<file path="config.mk">
export PLATFORM = sky130hd
export DESIGN_NAME = instruction_fetch_unit_flat
export DESIGN_NICKNAME = d
export VERILOG_FILES = /design/src/rtl/fetch_pkg.sv /design/src/rtl/instruction_fetch_unit_if.sv /design/src/rtl/instruction_fetch_unit_pc_reg.sv /design/src/rtl/instruction_fetch_unit.sv /design/src/flat_wrapper.sv
export SDC_FILE = /design/constraint.sdc
export NUM_CORES = 1
export LEC_CHECK = 0
export CAP_MARGIN = 0
export CORE_ASPECT_RATIO = 0.6
export CORE_MARGIN = 1.5
export CORE_UTILIZATION = 35
export CTS_CLUSTER_SIZE = 8
export DETAILED_ROUTE_END_ITERATION = 8
export GPL_TIMING_DRIVEN = 1
export PLACE_DENSITY = 0.69
export SLEW_MARGIN = 30
export SYNTH_ARGS = -nofsm -noshare
export SYNTH_HDL_FRONTEND = slang
export SYNTH_SLANG_ARGS = --single-unit
</file>
<file path="constraint.sdc">
create_clock -name clk -period 2.9 [get_ports clk]
set_input_delay 0.58 -clock clk [delete_from_list [all_inputs] [get_ports clk]]
set_output_delay 0.58 -clock clk [all_outputs]
set_load 0.005 [all_outputs]
</file>
<file path="src/rtl/fetch_pkg.sv">
// Shared types and constants for the instruction fetch unit.
package fetch_pkg;

    typedef enum logic [1:0] {
        EMPTY = 2'd0,
        FULL  = 2'd1,
        HALT  = 2'd2
    } fetch_state_t;

    // Opcode field lives in instruction[31:29].
    localparam logic [2:0] OP_LW  = 3'b000;
    localparam logic [2:0] OP_SW  = 3'b001;
    localparam logic [2:0] OP_BEQ = 3'b010;
    localparam logic [2:0] OP_BLT = 3'b011;
    localparam logic [2:0] OP_ADD = 3'b100;
    localparam logic [2:0] OP_SUB = 3'b101;
    localparam logic [2:0] OP_AND = 3'b110;
    localparam logic [2:0] OP_OR  = 3'b111;

    localparam int DEFAULT_ADDR_W = 16;
    localparam int DEFAULT_DATA_W = 32;
    localparam int DEFAULT_DEPTH  = 256;

endpackage

</file>
<file path="src/rtl/instruction_fetch_unit_if.sv">
// Fetch-side bus: instruction memory read port, ir handshake to decode, and
// branch redirect from execute. master = fetch unit.
interface instruction_fetch_unit_if #(
    parameter int ADDR_W = 16,
    parameter int DATA_W = 32
);
    logic [ADDR_W-1:0] inst_address;
    logic [DATA_W-1:0] read_data;
    logic [DATA_W-1:0] ir;
    logic [ADDR_W-1:0] ir_pc;
    logic              ir_valid;
    logic              ir_ready;
    logic              redirect_valid;
    logic [ADDR_W-1:0] redirect_addr;

    modport master (
        output inst_address, ir, ir_pc, ir_valid,
        input  read_data, ir_ready, redirect_valid, redirect_addr
    );

    modport slave (
        input  inst_address, ir, ir_pc, ir_valid,
        output read_data, ir_ready, redirect_valid, redirect_addr
    );
endinterface

</file>
<file path="src/rtl/instruction_fetch_unit_pc_reg.sv">
// Program counter with load/increment/hold plus range compares against DEPTH.
module fetch_pc_reg #(
    parameter int ADDR_W   = 16,
    parameter int DEPTH    = 256,
    parameter int RESET_PC = 0
) (
    input  logic              clk,
    input  logic              rst_n,
    input  logic              load,
    input  logic [ADDR_W-1:0] load_addr,
    input  logic              inc,
    output logic [ADDR_W-1:0] pc,
    output logic              in_range,
    output logic              load_ok
);
    // One extra bit so DEPTH == 2**ADDR_W still compares correctly.
    localparam logic [ADDR_W:0] LIMIT = (ADDR_W+1)'(DEPTH);

    always_ff @(posedge clk or negedge rst_n) begin
        if (!rst_n)    pc <= ADDR_W'(RESET_PC);
        else if (load) pc <= load_addr;
        else if (inc)  pc <= pc + 1'b1;
    end

    assign in_range = {1'b0, pc} < LIMIT;
    assign load_ok  = {1'b0, load_addr} < LIMIT;
endmodule

</file>
<file path="src/rtl/instruction_fetch_unit.sv">
// Instruction fetch: PC ownership, ir holding register with valid/ready, redirects
// and end-of-program halt. FETCH_PERF_CNT_EN adds fetch/stall/flush counters.
module instruction_fetch_unit
    import fetch_pkg::*;
#(
    parameter int ADDR_W   = DEFAULT_ADDR_W,
    parameter int DATA_W   = DEFAULT_DATA_W,
    parameter int DEPTH    = DEFAULT_DEPTH,
    parameter int RESET_PC = 0
) (
    input  logic clk,
    input  logic rst_n,
    instruction_fetch_unit_if.master bus,
    output logic halted,
    output logic fault
`ifdef FETCH_PERF_CNT_EN
    ,
    output logic [31:0] fetch_count,
    output logic [31:0] stall_count,
    output logic [15:0] flush_count
`endif
);
    fetch_state_t      state, state_n;
    logic [ADDR_W-1:0] pc;
    logic              pc_in_range, load_ok;
    logic              pc_load, pc_inc, ir_load, fault_set;
    logic [DATA_W-1:0] ir;
    logic [ADDR_W-1:0] ir_pc;

    fetch_pc_reg #(.ADDR_W(ADDR_W), .DEPTH(DEPTH), .RESET_PC(RESET_PC)) u_pc (
        .clk       (clk),
        .rst_n     (rst_n),
        .load      (pc_load),
        .load_addr (bus.redirect_addr),
        .inc       (pc_inc),
        .pc        (pc),
        .in_range  (pc_in_range),
        .load_ok   (load_ok)
    );

    always_ff @(posedge clk or negedge rst_n) begin
        if (!rst_n) begin
            state <= EMPTY;
            fault <= 1'b0;
            ir    <= '0;
            ir_pc <= '0;
        end else begin
            state <= state_n;
            if (fault_set) fault <= 1'b1;
            if (ir_load) begin
                ir    <= bus.read_data;
                ir_pc <= pc;
            end
        end
    end

    // Redirect wins over any handshake; a concurrent ir_ready still counts as
    // accepted, but the held ir is dropped rather than replaced.
    always_comb begin
        state_n   = state;
        pc_load   = 1'b0;
        pc_inc    = 1'b0;
        ir_load   = 1'b0;
        fault_set = 1'b0;
        case (state)
            EMPTY, FULL: begin
                if (bus.redirect_valid) begin
                    if (load_ok) begin
                        pc_load = 1'b1;
                        state_n = EMPTY;
                    end else begin
                        fault_set = 1'b1;
                        state_n   = HALT;
                    end
                end else if (state == EMPTY || bus.ir_ready) begin
                    if (pc_in_range) begin
                        ir_load = 1'b1;
                        pc_inc  = 1'b1;
                        state_n = FULL;
                    end else begin
                        state_n = HALT;
                    end
                end
            end
            default: state_n = HALT;
        endcase
    end

    assign bus.inst_address = pc;
    assign bus.ir           = ir;
    assign bus.ir_pc        = ir_pc;
    assign bus.ir_valid     = (state == FULL);
    assign halted           = (state == HALT);

`ifdef FETCH_PERF_CNT_EN
    logic stall_ev, flush_ev;
    assign stall_ev = (state == FULL) && !bus.ir_ready;
    assign flush_ev = (state == FULL) && bus.redirect_valid;

    always_ff @(posedge clk or negedge rst_n) begin
        if (!rst_n) begin
            fetch_count <= '0;
            stall_count <= '0;
            flush_count <= '0;
        end else if (state != HALT) begin
            if (ir_load && fetch_count != '1) fetch_count <= fetch_count + 1'b1;
            if (stall_ev && stall_count != '1) stall_count <= stall_count + 1'b1;
            if (flush_ev && flush_count != '1) flush_count <= flush_count + 1'b1;
        end
    end
`endif
endmodule

</file>
<file path="src/flat_wrapper.sv">
// flat-port wrapper written by rule: the top's interface ports become plain ports
module instruction_fetch_unit_flat import fetch_pkg::*;
#(
    parameter int ADDR_W   = DEFAULT_ADDR_W,
    parameter int DATA_W   = DEFAULT_DATA_W,
    parameter int DEPTH    = DEFAULT_DEPTH,
    parameter int RESET_PC = 0
)
  (clk, rst_n, halted, fault, bus_inst_address, bus_ir, bus_ir_pc, bus_ir_valid, bus_read_data, bus_ir_ready, bus_redirect_valid, bus_redirect_addr);
  instruction_fetch_unit_if #(.ADDR_W(ADDR_W), .DATA_W(DATA_W)) bus_i ();
  input  logic clk;
  input  logic rst_n;
  output logic halted;
  output logic fault;
  output wire logic [$bits(bus_i.inst_address)-1:0] bus_inst_address;
  output wire logic [$bits(bus_i.ir)-1:0] bus_ir;
  output wire logic [$bits(bus_i.ir_pc)-1:0] bus_ir_pc;
  output wire logic [$bits(bus_i.ir_valid)-1:0] bus_ir_valid;
  input wire logic [$bits(bus_i.read_data)-1:0] bus_read_data;
  input wire logic [$bits(bus_i.ir_ready)-1:0] bus_ir_ready;
  input wire logic [$bits(bus_i.redirect_valid)-1:0] bus_redirect_valid;
  input wire logic [$bits(bus_i.redirect_addr)-1:0] bus_redirect_addr;
  assign bus_inst_address = bus_i.inst_address;
  assign bus_ir = bus_i.ir;
  assign bus_ir_pc = bus_i.ir_pc;
  assign bus_ir_valid = bus_i.ir_valid;
  assign bus_i.read_data = bus_read_data;
  assign bus_i.ir_ready = bus_ir_ready;
  assign bus_i.redirect_valid = bus_redirect_valid;
  assign bus_i.redirect_addr = bus_redirect_addr;
  instruction_fetch_unit #(.ADDR_W(ADDR_W), .DATA_W(DATA_W), .DEPTH(DEPTH), .RESET_PC(RESET_PC)) u_core (.clk(clk), .rst_n(rst_n), .bus(bus_i), .halted(halted), .fault(fault));
endmodule
</file>
==> results.sh <==
export IMPL_mostFrequentLayoutCells="123 x nand2_1, 117 x clkdlybuf4s50_1, 67 x dfrtp_1"
export IMPL_p_int_w=0.00178
export IMPL_io_pins=119
export IMPL_grt_max_degree=31
export IMPL_antenna_left=0
export IMPL_grt_overflow_total=0
export IMPL_cts_root_buf="clkbuf_16"
export IMPL_startpoint_type="input pin"
export IMPL_clock_power_share_pct=52.8
export IMPL_synth_xor_area_share_pct=0.330
export IMPL_syn_num_nets=321
export IMPL_cts_max_level=3
export IMPL_worstHoldPathType="input pin to asynchronous set/reset pin"
export IMPL_drv_slew=0
export IMPL_syn_avg_cell_area_um2=9.91
export IMPL_endpoint_kind="flip-flop"
export IMPL_tns_ns=0
export IMPL_drt_iter0_drc=122
export IMPL_vdd_drop_max_mv=0.336
export IMPL_path_delay_family="simple AND/OR/NAND/NOR gates"
export IMPL_period_share_pct=73.1
export IMPL_swShare_pct=18.8
export IMPL_synth_top_family_by_area="simple AND/OR/NAND/NOR gates"
export IMPL_drt_wirelength_per_cell_um=13.8
export IMPL_synth_adder_area_share_pct=0.471
export IMPL_max_stage_delay_ns=0.47
export IMPL_post_cts_buffers=0
export IMPL_yosysWarnings=0
export IMPL_tightest_slew_ns=0.622
export IMPL_antenna_found_initial=0
export IMPL_layout_commonest_cell="nand2_1"
export IMPL_syn2layout_area_growth_pct=60.6
export IMPL_p_leak_nw=2.05
export IMPL_worst_path_buf_inv=2
export IMPL_via_count=2259
export IMPL_portBuffers=118
export IMPL_synth_cell_type_count=32
export IMPL_floorplan_initialDensity_pct=36.4
export IMPL_finalHoldViolCount=0
export IMPL_worst_ep_arrival_time_ns=2.38
export IMPL_grt_pass1_wl_um=11300
export IMPL_drv_cap=0
export IMPL_cts_path_max_buffers=2
export IMPL_hold_ws_ns=0.268
export IMPL_critPathSlowestCell="nor4_1"
export IMPL_fp_dieArea_mm2=0.00813
export IMPL_synth_edf_count=0
export IMPL_clk_pin_slew_ns=0.06
export IMPL_power_density_mw_per_mm2=514
export IMPL_grtUsageTotal_pct=18.2
export IMPL_cts_resized=0
export IMPL_core_area_mm2=0.00730
export IMPL_cts_hold_buf=0
export IMPL_die_y_um=70.5
export IMPL_ys_ff_latch=67
export IMPL_synthMuxAreaShare_pct=0.377
export IMPL_die_w_um=115
export IMPL_async_reset_ff_share_pct=100
export IMPL_min_period_ns=2.12
export IMPL_critPathRequiredTime_ns=3.16
export IMPL_grt_pass1_vias=2245
export IMPL_pwr_share_comb_pct=4.4
export IMPL_finClkSkew_ns=0.00612
export IMPL_hpwlAfterDp_um=4980
export IMPL_setup_viol=0
export IMPL_status="finished clean"
export IMPL_clock_fmax_mhz=472
export IMPL_cts_tree="built"
export IMPL_viasPerCell=4.52
export IMPL_rows=24
export IMPL_rsz0062_at_grt="no"
export IMPL_cts_sinks=67
export IMPL_antenna_cells=0
export IMPL_path_max_fanout=9
export IMPL_timing_slew_headroom_pct=58.5
export IMPL_syn_area_mm2=0.00266
export IMPL_cts_made_buffers=9
export IMPL_critical_path_class="input pin to flip-flop"
export IMPL_final_nets=444
export IMPL_clk_latency_ns=0.32
export IMPL_drt_pass1_iter_count=4
export IMPL_pwr_share_seq_pct=42.8
export IMPL_synth_simple_gate_area_share_pct=28.7
export IMPL_synth_main_ff_cell="dfrtp_1"
export IMPL_wl_um=6900
export IMPL_synth_cells=268
export IMPL_synth_compound_area_share_pct=4.24
export IMPL_place_congestion=0.697
export IMPL_ys_seq_area_share_pct=63.1
export IMPL_p_sw_w=0.000413
export IMPL_crit_chain="clkdlybuf4s50_1, nor4_1, nand3_1, buf_4, mux2i_1, o221a_1"
export IMPL_drc=0
export IMPL_drive_gt1_share_pct=6.82
export IMPL_post_route_util_pct=58.4
## cell usage after synthesis, types with 3 or more instances
library cell | count | area (µm²)
nor2_1 | 8 | 30.0
buf_2 | 3 | 15.0
nand3_1 | 5 | 25.0
a311oi_1 | 3 | 26.3
nor2b_1 | 3 | 18.8
nand2_1 | 123 | 462
and4_1 | 4 | 35.0
and2_1 | 14 | 87.6
and3_1 | 4 | 25.0
buf_4 | 3 | 22.5
a211oi_1 | 3 | 22.5
clkbuf_1 | 6 | 22.5
dfrtp_1 | 67 | 1680
## final cells by class
type	count	area (µm²)
fillers	644	3030
multi-input cells	188	908
repair buffers	125	1230
flip-flops and latches	67	1680
clock inverters	4	73.8
well taps	104	130
clock buffers	12	246
## sequential cells by signal, summed over array words and instances, names as in the netlist
name	count
u_core.bus.ir	32
u_core.bus.ir_pc	16
u_core.fault	1
u_core.state	2
u_core.u_pc.pc	16
## worst paths after layout
kind	start	depth (start not counted)	end	slack, ns
max reg2reg	u_core.u_pc.pc[12]$_DFFE_PN0P_	5	u_core.bus.ir[10]$_DFFE_PN0P_	0.96
max	bus_redirect_addr[11]	6	u_core.u_pc.pc[7]$_DFFE_PN0P_	0.78
max in group asynchronous	rst_n	2	u_core.bus.ir_pc[0]$_DFFE_PN0P_	1.89
min	rst_n	1	u_core.u_pc.pc[12]$_DFFE_PN0P_	0.27
min in group clk	u_core.bus.ir[26]$_DFFE_PN0P_	2	u_core.bus.ir[26]$_DFFE_PN0P_	0.47
min reg2reg	u_core.bus.ir[26]$_DFFE_PN0P_	2	u_core.bus.ir[26]$_DFFE_PN0P_	0.47
## logic make-up after synthesis
family | count (synthesis)
buffers and inverters | 13
muxes | 1
AOI/OAI and AO/OA | 15
adders and majority gates | 1
DFF | 67
and+or+nand+nor | 170
xor gates and xnor gates | 1
## worst reg2reg max path, cell delays in order, from the launching register on
cell and delay [ns]:
dfrtp_1 0.39, nor4_2 0.37, and4_2 0.63, buf_4 0.32, nand2_1 0.10, nand2_1 0.06
## power by group through the flow
stage	sequential, W	clock, W	combinational, W
after CTS	0.000938	0.00118	0.0000976
after global routing	0.000937	0.00123	0.000104
after detailed placement	0.000954	0	0.0000970
after global placement	0.000954	0	0.0000960
after floorplan	0.000954	0	0.00000340
final	0.000938	0.00116	0.0000955
## metrics by stage
stage	setup WS, ns	instances	total power [W]	instance area (µm²)
4_1_cts	0.797	500	0.00222	4260
3_3_place_gp	0.549	484	0.00105	3940
2_1_floorplan	1.22	268	0.000958	2660
3_5_place_dp	0.457	484	0.00105	3940
6_report	0.779	500	0.00219	4260
5_1_grt	0.668	500	0.00227	4260
## per-layer routing
layer | vias up | track usage, % | routed length (µm) | part of all wire [%]
met4 | 0 | 5.76 | 82 | 1.2
met1 | 1056 | 24.1 | 3210 | 46
li1 | 1117 | - | - | -
met5 | - | 0 | 0 | 0
met3 | 8 | 8.25 | 705 | 10
met2 | 78 | 26.4 | 2910 | 42
No activity file was read; power rests on OpenSTA's default activity.
